===== src/rtl/uart_rx_data_sampler.sv =====
`default_nettype none
// ============================================================================
//  Module  : uart_rx_data_sampler
//  Brief   : UART RX front end. It synchronises the serial line, runs the
//            per-bit edge counter and the frame bit counter, and makes a
//            majority-voted bit decision around the centre of each bit.
//            Optional macro UART_RX_SAMPLER_5TAP_EN selects a 5-tap vote.
//  Rev     : 1.0  initial release
// ============================================================================
module uart_rx_data_sampler #(
   parameter int SCALER_WIDTH  = 5,
   parameter int BIT_CNT_WIDTH = 4
) (
   input  logic                     clk,
   input  logic                     rst,
   input  logic                     rx_in,
   input  logic [SCALER_WIDTH-1:0]  prescale,
   input  logic                     cnt_en,
   input  logic                     smp_en,
   output logic                     rx_sync,
   output logic [SCALER_WIDTH-1:0]  edge_count,
   output logic [BIT_CNT_WIDTH-1:0] bit_count,
   output logic                     bit_done,
   output logic                     sampled_bit
);

`ifdef UART_RX_SAMPLER_5TAP_EN
   localparam int                      c_TAPS   = 5;
   localparam logic [SCALER_WIDTH-1:0] c_PQ_MIN = SCALER_WIDTH'(8);
`else
   localparam int                      c_TAPS   = 3;
   localparam logic [SCALER_WIDTH-1:0] c_PQ_MIN = SCALER_WIDTH'(4);
`endif
   localparam logic [SCALER_WIDTH-1:0]  c_ONE       = SCALER_WIDTH'(1);
   localparam logic [SCALER_WIDTH-1:0]  c_FIRST_OFS = SCALER_WIDTH'(c_TAPS - 2);
   localparam logic [SCALER_WIDTH-1:0]  c_TAP_CNT   = SCALER_WIDTH'(c_TAPS);
   localparam logic [SCALER_WIDTH-1:0]  c_VOTE_IDX  = SCALER_WIDTH'(c_TAPS - 1);
   localparam logic [BIT_CNT_WIDTH-1:0] c_BIT_MAX   = {BIT_CNT_WIDTH{1'b1}};
   localparam logic [2:0]               c_MAJ_THR   = 3'(c_TAPS / 2 + 1);

   logic                     r_sync_meta;
   logic                     r_sync;
   logic [SCALER_WIDTH-1:0]  r_prescale_q;
   logic [SCALER_WIDTH-1:0]  r_edge_count;
   logic [BIT_CNT_WIDTH-1:0] r_bit_count;
   logic [c_TAPS-1:0]        r_samples;
   logic                     r_sampled_bit;

   logic [SCALER_WIDTH-1:0]  w_pq_even;
   logic [SCALER_WIDTH-1:0]  w_pq_next;
   logic [SCALER_WIDTH-1:0]  w_half;
   logic [SCALER_WIDTH-1:0]  w_last_edge;
   logic [SCALER_WIDTH-1:0]  w_tap_idx;
   logic                     w_in_window;
   logic                     w_vote_now;
   logic                     w_bit_done;
   logic                     w_sample_ok;
   logic [2:0]               w_ones;
   logic                     w_majority;

   assign w_pq_even   = prescale & ~c_ONE;
   assign w_pq_next   = (w_pq_even < c_PQ_MIN) ? c_PQ_MIN : w_pq_even;
   assign w_half      = r_prescale_q >> 1;
   assign w_last_edge = r_prescale_q - c_ONE;
   assign w_bit_done  = cnt_en && (r_edge_count == w_last_edge);

   // Window offset relative to the first tap; edges before it wrap to large values.
   assign w_tap_idx   = r_edge_count - (w_half - c_FIRST_OFS);
   assign w_in_window = (w_tap_idx < c_TAP_CNT);
   assign w_vote_now  = w_in_window && (w_tap_idx == c_VOTE_IDX);
   assign w_sample_ok = smp_en && cnt_en;

   // The last tap is taken straight from the line so the vote lands on the half+1 edge.
   always_comb begin
      w_ones = 3'd0;
      for (int k = 0; k < c_TAPS - 1; k++) begin
         w_ones = w_ones + {2'b00, r_samples[k]};
      end
      w_ones     = w_ones + {2'b00, r_sync};
      w_majority = (w_ones >= c_MAJ_THR);
   end

   always_ff @(posedge clk) begin
      if (rst) begin
         r_sync_meta <= 1'b1;
         r_sync      <= 1'b1;
      end else begin
         r_sync_meta <= rx_in;
         r_sync      <= r_sync_meta;
      end
   end

   always_ff @(posedge clk) begin
      if (rst) begin
         r_prescale_q <= c_PQ_MIN;
         r_edge_count <= '0;
         r_bit_count  <= '0;
      end else if (!cnt_en) begin
         r_prescale_q <= w_pq_next;
         r_edge_count <= '0;
         r_bit_count  <= '0;
      end else if (w_bit_done) begin
         r_edge_count <= '0;
         if (r_bit_count != c_BIT_MAX) begin
            r_bit_count <= r_bit_count + BIT_CNT_WIDTH'(1);
         end
      end else begin
         r_edge_count <= r_edge_count + c_ONE;
      end
   end

   always_ff @(posedge clk) begin
      if (rst) begin
         r_samples     <= '1;
         r_sampled_bit <= 1'b1;
      end else if (w_sample_ok && w_in_window) begin
         for (int k = 0; k < c_TAPS; k++) begin
            if (w_tap_idx == SCALER_WIDTH'(k)) begin
               r_samples[k] <= r_sync;
            end
         end
         if (w_vote_now) begin
            r_sampled_bit <= w_majority;
         end
      end
   end

   assign rx_sync     = r_sync;
   assign edge_count  = r_edge_count;
   assign bit_count   = r_bit_count;
   assign bit_done    = w_bit_done;
   assign sampled_bit = r_sampled_bit;

endmodule
`default_nettype wire


===== config.mk =====
export PLATFORM = sky130hd
export DESIGN_NAME = uart_rx_data_sampler
export DESIGN_NICKNAME = d
export VERILOG_FILES = /design/src/rtl/uart_rx_data_sampler.sv
export SDC_FILE = /design/constraint.sdc
export NUM_CORES = 1
export LEC_CHECK = 0
export ABC_AREA = 0
export ABC_CLOCK_PERIOD_IN_PS = 5300
export CAP_MARGIN = 20
export CORE_ASPECT_RATIO = 1.75
export CORE_MARGIN = 5
export CORE_UTILIZATION = 40
export DETAILED_ROUTE_END_ITERATION = 10
export PLACE_DENSITY = 0.65
export SLEW_MARGIN = 20
export SYNTH_ARGS = -nofsm -noshare
export SYNTH_HDL_FRONTEND = slang
export SYNTH_SLANG_ARGS = --single-unit

===== constraint.sdc =====
create_clock -name clk -period 5.3 [get_ports clk]
set_clock_uncertainty 0.15 [all_clocks]
set_input_delay 1.325 -clock clk [delete_from_list [all_inputs] [get_ports clk]]
set_output_delay 1.325 -clock clk [all_outputs]
set_load 0.1 [all_outputs]

; ---- After elaboration in Yosys (flattened, before gate mapping)
; Cells that the tools add are included.
; W data, S select, Z words.
[classes]
n_addsub = 7
order_cmp = 3
n_eq_ne = 4
muxes = 1
bitwise_logic = 1
reduce_logical = 11
[ops]
columns = op, count
row1 = $reduce_and A2 Y1, 4
row2 = $add A5 B1 Y5 const B, 1
row3 = $eq A5 B1 Y1 const B, 1
row4 = $eq A5 B2 Y1 const B, 1
row5 = $eq A5 B5 Y1, 1
row6 = $logic_not A5 Y1, 1
row7 = $lt A5 B2 Y1 const B, 1
row8 = $lt A5 B3 Y1 const B, 1
row9 = $mux W5, 1
row10 = $sub A4 B1 Y5 const B, 1
row11 = $sub A5 B1 Y5 const B, 1
row12 = $sub A5 B5 Y5, 1
row13 = $add A4 B1 Y4 const B, 1
row14 = $logic_and A1 B1 Y1, 4
row15 = $ne A4 B4 Y1 const B, 1
row16 = $add A2 B1 Y3, 1
row17 = $ge A3 B2 Y1 const B, 1
row18 = $reduce_or A3 Y1, 1
row19 = $add A1 B1 Y2, 1
row20 = $reduce_or A2 Y1, 1
row21 = $not A1 Y1, 1
[word_totals]
register_bits = 19
inputBits = 10
out_inout_bits = 12
word_cells = 35

; ---- Logic depth before layout (Yosys ltp)
; Gate-level depths: netlist of the first run.
[logic_depth]
ltp_word = 5
ltp_mapped = 10
depth_no_buf = 10

; ---- Least setup slack after synthesis of the first run
; No wires, ideal clock.
[synth_path]
kind = in2out
start = input port cnt_en
end = output port bit_done
t_arrival_ps = 2966
required_time_ps = 3825
setup_slack_ps = 859
path_stages = 3
n_path_buf = 1
cell_sequence = buf_2 -> nand4_1 -> nor2_1
[synth_via]
elab_chain_len = 1
[synth_rtl]
columns = item, line
row1 = start: declaration, 18  ; input logic cnt_en,
row2 = $logic_and A1 B1 Y1, 65  ; assign w_bit_done = cnt_en && (r_edge_count == w_last_edge);
row3 = end: declaration, 23  ; output logic bit_done,
; Every way passes these cells.

; ---- Final worst setup path of the first run
; Ends and elaborated chain as after synthesis.

==> flow_summary.yaml, run 1 <==
power_and_ir_drop:
  p_int_uw: 227
  p_sw_uw: 75.6
  comb_power_share: 0.166
  cellPowerDensity_mw_per_mm2: 233
  ir_worst_vdd_uv: 105
  clock_power_share: 0.364
  power_leakage_uw: 0.000544
  fin_total_pwr_uw: 302
  sw_frac_of_total: 0.250
  pwr-share-seq: 0.470
cts:
  cts_made_buffers: 3
  clkLatencyLatePin_ns: 0.25
  clkTransAtPathRegs_ns: 0.06
  cts_setup_buffers: 0
  ctsResizeCount: 0
  cts.sinks: 18
  cts_hold_buf: 0
  root_buffer: "clkbuf_8"
  ctsHtreeMaxLevel: 1
  tritoncts: "done"
  clock_path_buffers: 2
worst_setup_path:
  r2r_slack_ns: 2.96
  arrival_ns: 2.67
  timing.rr.start: "edge_count[1]"
  worst-setup-path-type: "in -> out"
  cp_data_required_time_ns: 3.83
  reg2regPathDepth: 10
  critPathMaxFanout: 10
  reg2reg_to: "r_samples[1]"
  crit_path_start_kind: "input port"
  end_kind: "primary output"
placement:
  dp_hpwl_mm: 1.69
  place_ws_ns: 1.15
  numPortBuffers: 20
  routabilityCongestion: 0.729
synthesis:
  synth_area_mm2: 0.00102
  synth_edf_count: 0
  yosysSeqAreaShare: 0.353
  ys.warnings.count: 0
  synth.top_cell.area_share: 0.353
  synth_cell_types: 27
  synth_flop_cell: "dfxtp_1"
  async_reset_ff_frac: 0
  synth_largest_area_cell: "dfxtp_1"
  synth_area_leaders: "dfxtp_1 35%, ha_1 13%, nor2_1 6.6%, xnor2_1 6.0%, xor2_1 5.1%"
  syn_nets: 135
  syn_inst: 113
  syn_area_per_cell_um2: 9.05
  synth-seq-cells: 18
drt:
  via_count: 817
  routed_wl_mm: 1.97
  wl_per_cell_um: 12.2
  drtIter0Drc: 23
  vias_per_cell: 5.07
  drc: 0
  firstDrtPassIters: 2
  ant_nets: 0
timing:
  rsz0062_at_grt: "false"
  relSlewSlack: 0.351
  period_share: 0.782
  finalCriticalPeriod_ns: 4.14
  fmax_mhz: 241
  layout_setup_ws_ns: 1.16
  worst_hold_slack_ns: 0.261
  setup_viol: 0
  setup-tns-final_ns: 0
  drv_slew: 0
  worstMarginPinSlew_ns: 0.971
  hold_viol_final: 0
global_routing:
  overflow: 0
  antenna_found_initial: 0
  grt_use_total: 0.124
  grt_pass1_vias: 857
  grt_first_pass_wirelength_mm: 3.41
  grt_max_degree: 14
floorplan:
  core_area_mm2: 0.00246
  ioPinCount: 22
  start_util: 0.415
  core.rowCount: 24
  die_h_um: 76.9
  die_x_um: 48.2
  fp.dieArea_mm2: 0.00371
final_layout:
  nets: 158
  syn_to_final_growth_pct: 27.1
  regArea_um2: 360
  final_cell_mix: "19 x clkdlybuf4s50_1, 18 x nor2_1, 18 x dfxtp_1"
  n_fill_cell: 250
  diodes: 0
  multiInputGateArea_um2: 612
  drive_above_1_share: 0.0741
  final_common_cell: "clkdlybuf4s50_1"
  final_core_util: 0.527
worst_hold_path:
  hold_start: "r_sync_meta"
  hp-class: "reg -> reg"
  hold_depth: 1
  hold_path_end: "rx_sync"
job:
  maxCapViolCount: 0
run_status:
  status: "finished clean"
==> sequential cells by signal, indices dropped and copies added, names as in the netlist <==
register	cells
rx_sync	1
r_sync_meta	1
bit_count	4
r_samples	2
sampled_bit	1
r_prescale_q	4
edge_count	5
==> power groups by stage <==
stage	clock, uW	combinational (uW)	sequential, uW
floorplan	0	28.9	152
global placement	0	49.0	145
detailed placement	0	51.0	145
CTS	114	51.1	142
global route	119	56.0	143
finish	110	50.3	142
==> routing by layer <==
metal | GRT usage | vias up | routed length, um
li1 | - | 424 | -
met4 | 0.0593 | 0 | 61
met1 | 0.123 | 371 | 706
met5 | 0 | - | 0
met2 | 0.223 | 16 | 1120
met3 | 0.0211 | 6 | 81
==> stage by stage <==
stage	cells	area (um^2)
floorplan	113	1020
global placement	157	1240
detailed placement	157	1240
CTS	161	1300
global route	161	1300
finish	161	1300
==> cell type report <==
type	count	share of cell area
clock buffer	4	0.0424
multi-input combinational	82	0.471
inverter	11	0.0318
timing repair buffer	20	0.152
sequential	18	0.277
tap	26	0.0250
==> worst max-delay path: stages <==
cell	delay, ns
clkdlybuf4s50_1	0.68
nand4_1	0.20
nor2_1	0.15
buf_4	0.30
==> cell usage after synthesis, types with 2 or more instances <==
library cell	number
dfxtp_1	18
nor2_1	18
ha_1	11
inv_1	11
nand3_1	7
xnor2_1	7
xor2_1	6
a21oi_1	5
mux2i_1	5
o21ai_0	3
or2_2	3
nand2b_1	2
nand4b_1	2
or3_1	2
==> logic make-up after synthesis <==
kind of cell             after synthesis  share of synthesized area
multiplexers                           5                     0.0490
AND/OR/NAND/NOR                       40                      0.218
buffers and inverters                 13                     0.0490
XOR/XNOR                              13                      0.111
AO/OA/AOI/OAI                         12                     0.0661
adder cells (fa/ha/maj)               12                      0.154
flip-flops                            18                      0.353
==> how the worst max path moves through the flow <==
stage / from / to / slack (ns) / cells past startpoint
after detailed placement: cnt_en / bit_done / 1.15 / 4
after CTS: cnt_en / bit_done / 1.14 / 4
after global routing: cnt_en / bit_done / 1.04 / 4
after floorplan: cnt_en / bit_done / 0.86 / 3
final: cnt_en / bit_done / 1.16 / 4
after global placement: cnt_en / bit_done / 1.15 / 4
Note: power is estimated with default switching activity, not from simulation.
==> run 2, diff against run 1 <==
--- a/config.mk
+++ b/config.mk
@@ -6,7 +6,7 @@
 export NUM_CORES = 1
 export LEC_CHECK = 0
 export ABC_AREA = 0
-export ABC_CLOCK_PERIOD_IN_PS = 5300
+export ABC_CLOCK_PERIOD_IN_PS = 4100
 export CAP_MARGIN = 20
 export CORE_ASPECT_RATIO = 1.75
 export CORE_MARGIN = 5
==> constraint.sdc (replaced) <==
create_clock -name clk -period 4.1 [get_ports clk]
set_clock_uncertainty 0.15 [all_clocks]
set_input_delay 1.025 -clock clk [delete_from_list [all_inputs] [get_ports clk]]
set_output_delay 1.025 -clock clk [all_outputs]
set_load 0.1 [all_outputs]
==> run 2 against run 1 <==
Net effect:
- count of clock-buffer cells in the layout did not move
- non-clock buffer count rose by 1
- highest routed layer unchanged
- combinational power rose by 31%
- critical path depth did not move
- sequential share of layout area fell by 0.42 points
- register-to-register slack got worse by 1.2 ns
- first-iteration DRC count fell by 61%
- die area did not move
==> flow_summary.yaml, run 2 (synthesized netlist as in run 1, its figures left out) <==
floorplan:
  die_x_um: 48.2
  start_util: 0.415
  fp.dieArea_mm2: 0.00371
  core_area_mm2: 0.00246
  ioPinCount: 22
  die_h_um: 76.9
  core.rowCount: 24
power_and_ir_drop:
  power_leakage_uw: 0.000551
  ir_worst_vdd_uv: 185
  cellPowerDensity_mw_per_mm2: 297
cts:
  ctsHtreeMaxLevel: 1
  cts_hold_buf: 0
  cts.sinks: 18
  clock_path_buffers: 2
  root_buffer: "clkbuf_8"
  cts_setup_buffers: 0
  clkLatencyLatePin_ns: 0.25
  clkTransAtPathRegs_ns: 0.07
  tritoncts: "done"
  cts_made_buffers: 3
  ctsResizeCount: 0
timing:
  setup_viol: 0
  setup-tns-final_ns: 0
  worstMarginPinSlew_ns: 0.969
  period_share: 0.792
  rsz0062_at_grt: "false"
  worst_hold_slack_ns: 0.276
  hold_viol_final: 0
  fmax_mhz: 308
  finalCriticalPeriod_ns: 3.25
  layout_setup_ws_ns: 0.855
  relSlewSlack: 0.352
  drv_slew: 0
job:
  maxCapViolCount: 0
worst_setup_path:
  cp_slowest_cell: "clkdlybuf4s50_1"
  worst-setup-path-type: "in -> out"
  reg2regPathDepth: 10
  end_kind: "primary output"
  r2r_slack_ns: 1.74
  cpPeakStageDelay_ns: 0.49
  timing.rr.start: "edge_count[1]"
  critPathMaxFanout: 3
  path_cells: "clkdlybuf4s50_1 > nand4_1 > nor2_1 > buf_12"
  cp_data_required_time_ns: 2.92
  crit_path_start_kind: "input port"
  arrival_ns: 2.07
  reg2reg_to: "sampled_bit"
worst_hold_path:
  hp-class: "reg -> reg"
  hold_depth: 1
  hold_path_end: "rx_sync"
  hold_start: "r_sync_meta"
final_layout:
  nets: 159
  final_cell_mix: "19 x clkdlybuf4s50_1, 18 x nor2_1, 18 x dfxtp_1"
  stdcell_area_mm2: 0.00132
  largest_reg_flops: 5
  diodes: 0
  syn_to_final_growth_pct: 29.0
  drive_above_1_share: 0.0809
  final_common_cell: "clkdlybuf4s50_1"
  final_cell_count_no_fill: 162
placement:
  routabilityCongestion: 0.760
  numPortBuffers: 20
  dp_hpwl_mm: 1.70
  place_ws_ns: 0.837
  placed_cell_area_mm2: 0.00126
  dp.cells: 158
global_routing:
  overflow: 0
  antenna_found_initial: 0
  grt_max_degree: 14
  grt_first_pass_wirelength_mm: 3.44
  grt_use_total: 0.124
  grt_pass1_vias: 846
drt:
  ant_nets: 0
  routed_wl_mm: 2.02
  firstDrtPassIters: 4
  vias_per_cell: 5.02
  wl_per_cell_um: 12.4
  via_count: 814
  drc: 0
  drtIter0Drc: 9
run_status:
  status: "finished clean"
[run 2: report_power, final]
part	total, uW	switching (uW)	internal (uW)
clock network	143	57.7	85.2
registers	184	4.70	179
logic	65.8	36.1	29.7
total	392	98.5	294
[run 2: worst max path at each step]
stage,startpoint,endpoint,slack (ns),cells past startpoint
6_report,cnt_en,bit_done,0.85,4
5_1_grt,cnt_en,bit_done,0.75,4
3_3_place_gp,cnt_en,bit_done,0.84,4
3_5_place_dp,cnt_en,bit_done,0.84,4
2_1_floorplan,edge_count[3],bit_done,0.05,4
4_1_cts,cnt_en,bit_done,0.83,4
[run 2: worst max-delay path, delay by kind of cell]
family	cells	cell delay, ns
AND/OR/NAND/NOR	2	0.35
buffers and inverters	2	0.69
[run 2: layout make-up]
type | count | area [um^2]
multi-input cells | 82 | 612
fillers | 252 | 1140
repair buffers | 21 | 218
well taps | 26 | 32.5
clock buffers | 4 | 55.1
flip-flops and latches | 18 | 360
inverters | 11 | 41.3
[run 2: stage by stage]
| stage | power, uW | util |
|---|---|---|
| 2_1_floorplan | 234 | - |
| 3_3_place_gp | 252 | 0.513 |
| 3_5_place_dp | 254 | 0.513 |
| 4_1_cts | 397 | 0.536 |
| 5_1_grt | 415 | 0.536 |
| 6_report | 392 | 0.536 |
[run 2: routing by layer]
| metal | GRT usage | vias to the layer above | share of wire |
|---|---|---|---|
| met3 | 0.0211 | 2 | 0.035 |
| met5 | 0 | - | 0 |
| met2 | 0.232 | 12 | 0.59 |
| met1 | 0.128 | 379 | 0.37 |
| met4 | 0.0323 | 0 | 0.0050 |
| li1 | - | 421 | - |
